### src/rtl/dmem_arbiter.sv
// Two-requester arbiter with a one-entry request stage in front of the single-port data memory.
// Requester 1 can lock the grant, bounded by MAX_LOCK. Define DMEM_ARB_MISALIGN_EN to add alignment errors.
module dmem_arbiter #(
   parameter int MAX_LOCK = 8,
   parameter int AW       = 32
) (
   input  logic          CLK,
   input  logic          RESET,
   input  logic          m0_req,
   input  logic          m0_we,
   input  logic [2:0]    m0_size,
   input  logic [AW-1:0] m0_addr,
   input  logic [31:0]   m0_wdata,
   output logic          m0_gnt,
   output logic          m0_rvalid,
   output logic [31:0]   m0_rdata,
   input  logic          m1_req,
   input  logic          m1_we,
   input  logic [2:0]    m1_size,
   input  logic [AW-1:0] m1_addr,
   input  logic [31:0]   m1_wdata,
   input  logic          m1_lock,
   output logic          m1_gnt,
   output logic          m1_rvalid,
   output logic [31:0]   m1_rdata,
   output logic          mem_we,
   output logic [2:0]    mem_size,
   output logic [31:0]   mem_a,
   output logic [31:0]   mem_wd,
   input  logic [31:0]   mem_rd,
   output logic          stall_m0
`ifdef DMEM_ARB_MISALIGN_EN
   ,
   output logic          m0_err,
   output logic          m1_err
`endif
);

   // state | meaning
   // ARB   | round-robin between requesters, tie goes to !last_grant
   // LOCK  | requester 1 keeps the grant until it drops lock/req or lock_cnt reaches MAX_LOCK
   typedef enum logic {ARB, LOCK} state_t;

   localparam logic [7:0] LOCK_MAX = 8'(MAX_LOCK);

   state_t        r_state, w_state_nxt;
   logic          r_last_grant, w_last_grant_nxt;
   logic [7:0]    r_lock_cnt, w_lock_cnt_nxt;
   logic          w_gnt0, w_gnt1, w_any_gnt;

   logic          r_valid, r_id, r_we, r_err;
   logic [2:0]    r_size;
   logic [AW-1:0] r_addr;
   logic [31:0]   r_wdata;

   logic          w_sel_we, w_sel_err, w_live;
   logic [2:0]    w_sel_size;
   logic [AW-1:0] w_sel_addr;
   logic [31:0]   w_sel_wdata;

   always_ff @(posedge CLK or posedge RESET) begin
      if (RESET) begin
         r_state      <= ARB;
         r_last_grant <= 1'b1;
         r_lock_cnt   <= 8'd0;
      end else begin
         r_state      <= w_state_nxt;
         r_last_grant <= w_last_grant_nxt;
         r_lock_cnt   <= w_lock_cnt_nxt;
      end
   end

   always_comb begin
      w_state_nxt      = r_state;
      w_lock_cnt_nxt   = r_lock_cnt;
      w_last_grant_nxt = r_last_grant;
      if (w_gnt0)
         w_last_grant_nxt = 1'b0;
      else if (w_gnt1)
         w_last_grant_nxt = 1'b1;
      case (r_state)
         ARB: begin
            if (w_gnt1 && m1_lock) begin
               w_state_nxt    = LOCK;
               w_lock_cnt_nxt = m0_req ? 8'd1 : 8'd0;
            end
         end
         LOCK: begin
            // any cycle without a locked m1 grant (idle, unlock, or forced m0) ends the burst
            if (w_gnt1 && m1_lock) begin
               if (m0_req && (r_lock_cnt < LOCK_MAX))
                  w_lock_cnt_nxt = r_lock_cnt + 8'd1;
            end else begin
               w_state_nxt    = ARB;
               w_lock_cnt_nxt = 8'd0;
            end
         end
         default: begin
            w_state_nxt    = ARB;
            w_lock_cnt_nxt = 8'd0;
         end
      endcase
   end

   always_comb begin
      w_gnt0 = 1'b0;
      w_gnt1 = 1'b0;
      if (r_state == LOCK) begin
         if (m1_req && !(m0_req && (r_lock_cnt >= LOCK_MAX)))
            w_gnt1 = 1'b1;
         else if (m0_req)
            w_gnt0 = 1'b1;
      end else if (m0_req && m1_req) begin
         w_gnt0 = r_last_grant;
         w_gnt1 = !r_last_grant;
      end else begin
         w_gnt0 = m0_req;
         w_gnt1 = m1_req;
      end
   end

   assign w_any_gnt   = w_gnt0 | w_gnt1;
   assign w_sel_we    = w_gnt1 ? m1_we    : (w_gnt0 & m0_we);
   assign w_sel_size  = w_gnt1 ? m1_size  : (w_gnt0 ? m0_size  : 3'd0);
   assign w_sel_addr  = w_gnt1 ? m1_addr  : (w_gnt0 ? m0_addr  : '0);
   assign w_sel_wdata = w_gnt1 ? m1_wdata : (w_gnt0 ? m0_wdata : 32'd0);

`ifdef DMEM_ARB_MISALIGN_EN
   assign w_sel_err = w_any_gnt &
                      ((((w_sel_size == 3'd1) || (w_sel_size == 3'd5)) && w_sel_addr[0]) ||
                       ((w_sel_size == 3'd2) && (w_sel_addr[1:0] != 2'b00)));
`else
   assign w_sel_err = 1'b0;
`endif

   // idle cycles load zeros so the memory-side outputs read 0 without extra gating
   always_ff @(posedge CLK or posedge RESET) begin
      if (RESET) begin
         r_valid <= 1'b0;
         r_id    <= 1'b0;
         r_we    <= 1'b0;
         r_err   <= 1'b0;
         r_size  <= 3'd0;
         r_addr  <= '0;
         r_wdata <= 32'd0;
      end else begin
         r_valid <= w_any_gnt;
         r_id    <= w_gnt1;
         r_we    <= w_sel_we;
         r_err   <= w_sel_err;
         r_size  <= w_sel_size;
         r_addr  <= w_sel_addr;
         r_wdata <= w_sel_wdata;
      end
   end

   assign w_live    = r_valid & ~r_err;
   assign mem_we    = w_live & r_we;
   assign mem_size  = r_size;
   assign mem_a     = 32'(r_addr);
   assign mem_wd    = r_wdata;

   assign m0_rvalid = w_live & ~r_we & ~r_id;
   assign m1_rvalid = w_live & ~r_we & r_id;
   assign m0_rdata  = m0_rvalid ? mem_rd : 32'd0;
   assign m1_rdata  = m1_rvalid ? mem_rd : 32'd0;

   assign m0_gnt    = w_gnt0 & ~RESET;
   assign m1_gnt    = w_gnt1 & ~RESET;
   assign stall_m0  = m0_req & ~m0_gnt;

`ifdef DMEM_ARB_MISALIGN_EN
   assign m0_err    = r_valid & r_err & ~r_id;
   assign m1_err    = r_valid & r_err & r_id;
`endif

endmodule
### config.mk
export PLATFORM = sky130hd
export DESIGN_NAME = dmem_arbiter
export DESIGN_NICKNAME = d
export VERILOG_FILES = /design/src/rtl/dmem_arbiter.sv
export SDC_FILE = /design/constraint.sdc
export NUM_CORES = 1
export LEC_CHECK = 0
export ABC_AREA = 1
export CAP_MARGIN = 10
export CORE_AREA = 2 2 119 121
export CTS_BUF_LIST = sky130_fd_sc_hd__clkbuf_2
export CTS_CLUSTER_SIZE = 30
export DETAILED_ROUTE_END_ITERATION = 10
export DIE_AREA = 0 0 121 123
export PLACE_DENSITY = 0.79
export SETUP_SLACK_MARGIN = 0.2
export SYNTH_ARGS = -nofsm -noshare
export SYNTH_HDL_FRONTEND = slang
export SYNTH_SLANG_ARGS = --single-unit
### constraint.sdc
create_clock -name CLK -period 3.1 [get_ports CLK]
set_input_delay 0.62 -clock CLK [delete_from_list [all_inputs] [get_ports CLK]]
set_output_delay 0.62 -clock CLK [all_outputs]
set_load 0.03 [all_outputs]
Word level (Yosys, flattened, before mapping):

Cells that the tools add are included.

* input port bits: 173
* logic and storage cells: 61
* register bits: 80
* output and inout bits: 137

* add/subtract/negate cells: 1
* magnitude comparators: 2
* eq/ne operators: 2
* reductions and logical operators: 9
* bitwise logic cells: 14
* muxes and demuxes: 24

Operator list (number)
* $mux W32: 6
* $mux W8: 3
* $pmux W8 S2: 1
* $mux W1: 12
* $add A8 B1 Y8 const B: 1
* $and A1 B1 Y1: 8
* $ge A8 B4 Y1 const B: 1
* $lt A8 B4 Y1 const B: 1
* $mux W3: 2
* $logic_and A1 B1 Y1: 5
* $not A1 Y1: 5
* $ne A3 B2 Y1 const B: 1
* $logic_not A1 Y1: 2
* $ne A2 B2 Y1 const B: 1
* $reduce_and A2 Y1: 1
* $reduce_bool A2 Y1: 1
* $or A1 B1 Y1: 1

Longest topological paths before layout:

Gate-level depths: netlist of run 1.

* depth after elaboration: 9
* mapped depth: 10
* depth with buffers taken out: 10

Worst setup path after synthesis of run 1:

Ideal clock, no wire load.

* path kind: reg2out
* start point: reg r_we
* end point: out m1_rdata[10]
* arrival: 2005 ps
* path slack: 475 ps
* buffers on the path: 1
* data required time: 2480 ps
* cell stages (with the launch flop): 5
* cells stage by stage: dfrtp_1 > nor3_1 > inv_1 > clkbuf_1 > nor2_1

* word-level cells in the longest chain between the ends: 4

Ends and longest elaborated chain
* start: declaration: RTL line 51 `logic r_valid, r_id, r_we, r_err;`
* start signal: assignment: RTL line 149 `r_we <= w_sel_we;`
* $not A1 Y1: RTL line 164 `assign m1_rvalid = w_live & ~r_we & r_id;`
* $and A1 B1 Y1 (2 in a row): RTL line 164
* named net m1_rvalid: RTL line 24 `output logic m1_rvalid,`
* $mux W32: RTL line 166 `assign m1_rdata = m1_rvalid ? mem_rd : 32'd0;`
* end: declaration: RTL line 25 `output logic [31:0] m1_rdata,`

The timed path passes the listed nets, and every way through them passes these cells.

Worst setup path after layout of run 1:

* start point: reg r_we
* end point: out m0_rdata[27]

* word-level cells in the longest chain between the ends: 4

Ends and longest elaborated chain
* $not A1 Y1: RTL line 163 `assign m0_rvalid = w_live & ~r_we & ~r_id;`
* $and A1 B1 Y1 (2 in a row): RTL line 163
* $mux W32: RTL line 165 `assign m0_rdata = m0_rvalid ? mem_rd : 32'd0;`
* end: declaration: RTL line 16 `output logic [31:0] m0_rdata,`

No other way between the ends.

==> results of run 1 <==
[power breakdown]
part | internal, uW | total [uW] | switching (uW)
Sequential | 1160 | 1200 | 42.2
Clock | 179 | 532 | 353
Combinational | 574 | 1300 | 730
[per-stage QoR]
stage,hold slack [ns],cell area (sq um)
after floorplan,0.447,3390
after global placement,0.456,6660
after detailed placement,0.469,6660
after CTS,0.451,6730
after global routing,0.457,6670
final,0.478,6670
[final timing paths]
path,end,slack [ns],depth (start not counted)
min,r_valid,0.48,2
max reg2reg,mem_a[31],1.21,7
max,m0_rdata[27],0.37,5
min reg2reg,r_last_grant,0.50,2
min in group CLK,r_last_grant,0.50,2
max in group asynchronous,r_last_grant,1.96,3
[worst max-delay path: cells and delay by family, from the launching register on]
family / cells / cell delay, ns
buffers and inverters: 3 / 0.68
flip-flops: 1 / 0.47
AND/OR/NAND/NOR: 2 / 0.44
[layout by cell type (no fill, tap or decap)]
cell,n
a21boi_1,4
a22o_1,68
buf_12,2
buf_4,10
bufinv_16,1
clkbuf_2,34
clkdlybuf4s15_1,16
clkdlybuf4s50_1,242
clkinv_2,4
clkinv_4,1
clkinvlp_4,3
dfrtp_1,79
dfstp_2,1
diode_2,1
dlygate4sd2_1,23
ha_1,2
inv_1,43
inv_2,4
nand2_1,19
nand2_2,1
nand2_4,1
nand3_1,5
nand4_1,3
nor2_1,70
nor2_4,1
nor3_1,2
nor3_4,1
o21bai_1,1
xor2_1,2
[cell type report]
class,instances,share of cell area
sequential,80,0.300
inverter,49,0.0283
tap,180,0.0338
timing repair inverter,1,0.00113
timing repair buffer,318,0.454
antenna,1,0.000375
multi-input combinational,180,0.166
clock buffer,9,0.00676
clock inverter,6,0.00920
[what timing repair did]
item | CTS | global route
hold buffers | 0 | 0
pin swaps | 1 | 1
gates resized for setup | 69 | 65
buffers inserted | 3 | 1
cloned | 1 | 0
setup endpoints to repair | 64 | 58
[cell families (layout without fill, tap and decap cells)]
family                     count (synthesis)  after routing  synth area share
AOI/OAI and AO/OA                         73             73             0.187
other                                      0              1                 0
adders and majority gates                  2              2           0.00738
xor gates and xnor gates                   2              2           0.00517
buffers and inverters                     69            383            0.0853
DFF                                       80             80             0.591
and+or+nand+nor                          103            103             0.124
[metal layers]
layer	wire [um]	part of all wire	up-vias	track usage
li1	-	-	1702	-
met1	4320	0.33	1667	0.159
met2	7040	0.54	226	0.323
met3	1260	0.097	19	0.0581
met4	433	0.033	0	0.0763
met5	0	0	-	0
[state kept, by name (all words and copies together) (netlist names)]
signal	cells
r_we	1
r_state	1
mem_wd	32
r_lock_cnt	8
r_id	1
r_last_grant	1
mem_size	3
mem_a	32
r_valid	1
[cell usage after synthesis]
library cell,n,area share
xor2_1,2,0.0052
inv_1,45,0.050
dfstp_2,1,0.0078
a22o_1,68,0.18
nand3_1,5,0.0074
nor2_4,1,0.0033
nand2_4,1,0.0033
buf_2,6,0.0089
dfrtp_1,79,0.58
o21bai_1,1,0.0022
nand2_1,19,0.021
nor2_1,70,0.078
buf_6,3,0.010
a21boi_1,4,0.0089
nand2_2,1,0.0018
nand4_1,3,0.0055
ha_1,2,0.0074
nor3_1,3,0.0044
inv_2,4,0.0044
clkbuf_1,11,0.012
==> flow_metrics.env, run 1 <==
export IMPL_p_leak_uw=0.00323
export IMPL_die_h_um=123
export IMPL_r2r_start="r_lock_cnt[6]"
export IMPL_clockBufferDepth=2
export IMPL_grt_use_total=0.168
export IMPL_clock_latency_ns=0.53
export IMPL_critPathCaptureType="output pin"
export IMPL_drt_iter0_drc=74
export IMPL_final_antenna_net_count=0
export IMPL_critPathMaxFanout=32
export IMPL_first_pass_iters=4
export IMPL_coreArea_sq_mm=0.0136
export IMPL_nFillCells=1226
export IMPL_multi_input_area_sq_mm=0.00111
export IMPL_globalRouteOverflowTotal=0
export IMPL_synthCells=329
export IMPL_finalWorstSetupSlack_ns=0.372
export IMPL_yosys_register_bits=80
export IMPL_fp_dieW_um=121
export IMPL_final_cells=824
export IMPL_clock_fmax_mhz=367
export IMPL_syn_area_per_cell_sq_um=10.3
export IMPL_worstMarginPinSlew_ns=0.590
export IMPL_cts_tree="yes"
export IMPL_die_area_sq_mm=0.0149
export IMPL_cpPeakStageDelay_ns=0.47
export IMPL_syn_to_final_growth_pct=96.7
export IMPL_status="finished, final reports clean"
export IMPL_dp_hpwl_um=10700
export IMPL_layout_min_cycle_time_ns=2.73
export IMPL_routabilityCongestion=0.752
export IMPL_cp_slowest_cell="dfrtp_1"
export IMPL_numCtsBuffers=9
export IMPL_via_per_inst=4.39
export IMPL_setup_viol=0
export IMPL_drive_gt1_frac=0.0995
export IMPL_synth_warnings=0
export IMPL_fin_crit_sh=0.880
export IMPL_worstSetupPathType="register to output pin"
export IMPL_ir_worst_vdd_mv=0.197
export IMPL_grt_setup_unrepaired="false"
export IMPL_seq_area_sq_mm=0.00200
export IMPL_io_pins=310
export IMPL_clockRootBuffer="clkbuf_2"
export IMPL_post_place_ws_ns=0.428
export IMPL_maxCapViolations=0
export IMPL_hold_violations=0
export IMPL_io_buffers=309
export IMPL_initial_core_util=0.249
export IMPL_yosysSeqAreaShare=0.591
export IMPL_required_ns=2.48
export IMPL_grt_pass1_wl_um=18600
export IMPL_htreeDepth=3
export IMPL_critPathLaunchType="register"
export IMPL_via_count=3614
export IMPL_place_inst=803
export IMPL_placementRows=43
export IMPL_antenna_found_initial=1
export IMPL_drcViolationCount=0
export IMPL_routed_wl_um=13000
export IMPL_wl_per_cell_um=15.8
export IMPL_path_clk_slew_ns=0.21
export IMPL_cp_cell_sequence="nor3_1, inv_1, buf_4, nor2_1, clkdlybuf4s15_1"
export IMPL_clock_sinks=80
export IMPL_relSlewSlack=0.607
export IMPL_hp_class="input pin to asynchronous set/reset pin"
export IMPL_syn_area_sq_mm=0.00339
export IMPL_slew_viol_final=0
export IMPL_arrival_ns=2.11
export IMPL_grt_max_degree=63
export IMPL_fin_nets=814
export IMPL_power_density_mw_per_mm2=456
export IMPL_finClkSkew_ns=0.0219
export IMPL_grt_pass1_vias=3683
export IMPL_tns_ns=0
export IMPL_synth_distinct_cells=20
export IMPL_power_uw=3040
export IMPL_syn_nets=504
export IMPL_fin_util=0.490
export IMPL_critPathLaunch="r_we"
Note: power is estimated with default switching activity, not from simulation.
==> run 2, diff against run 1 <==
- CAP_MARGIN: 10 -> 0
==> results of run 2 <==
Final layout, timing and power as in run 1 (identical DEF).
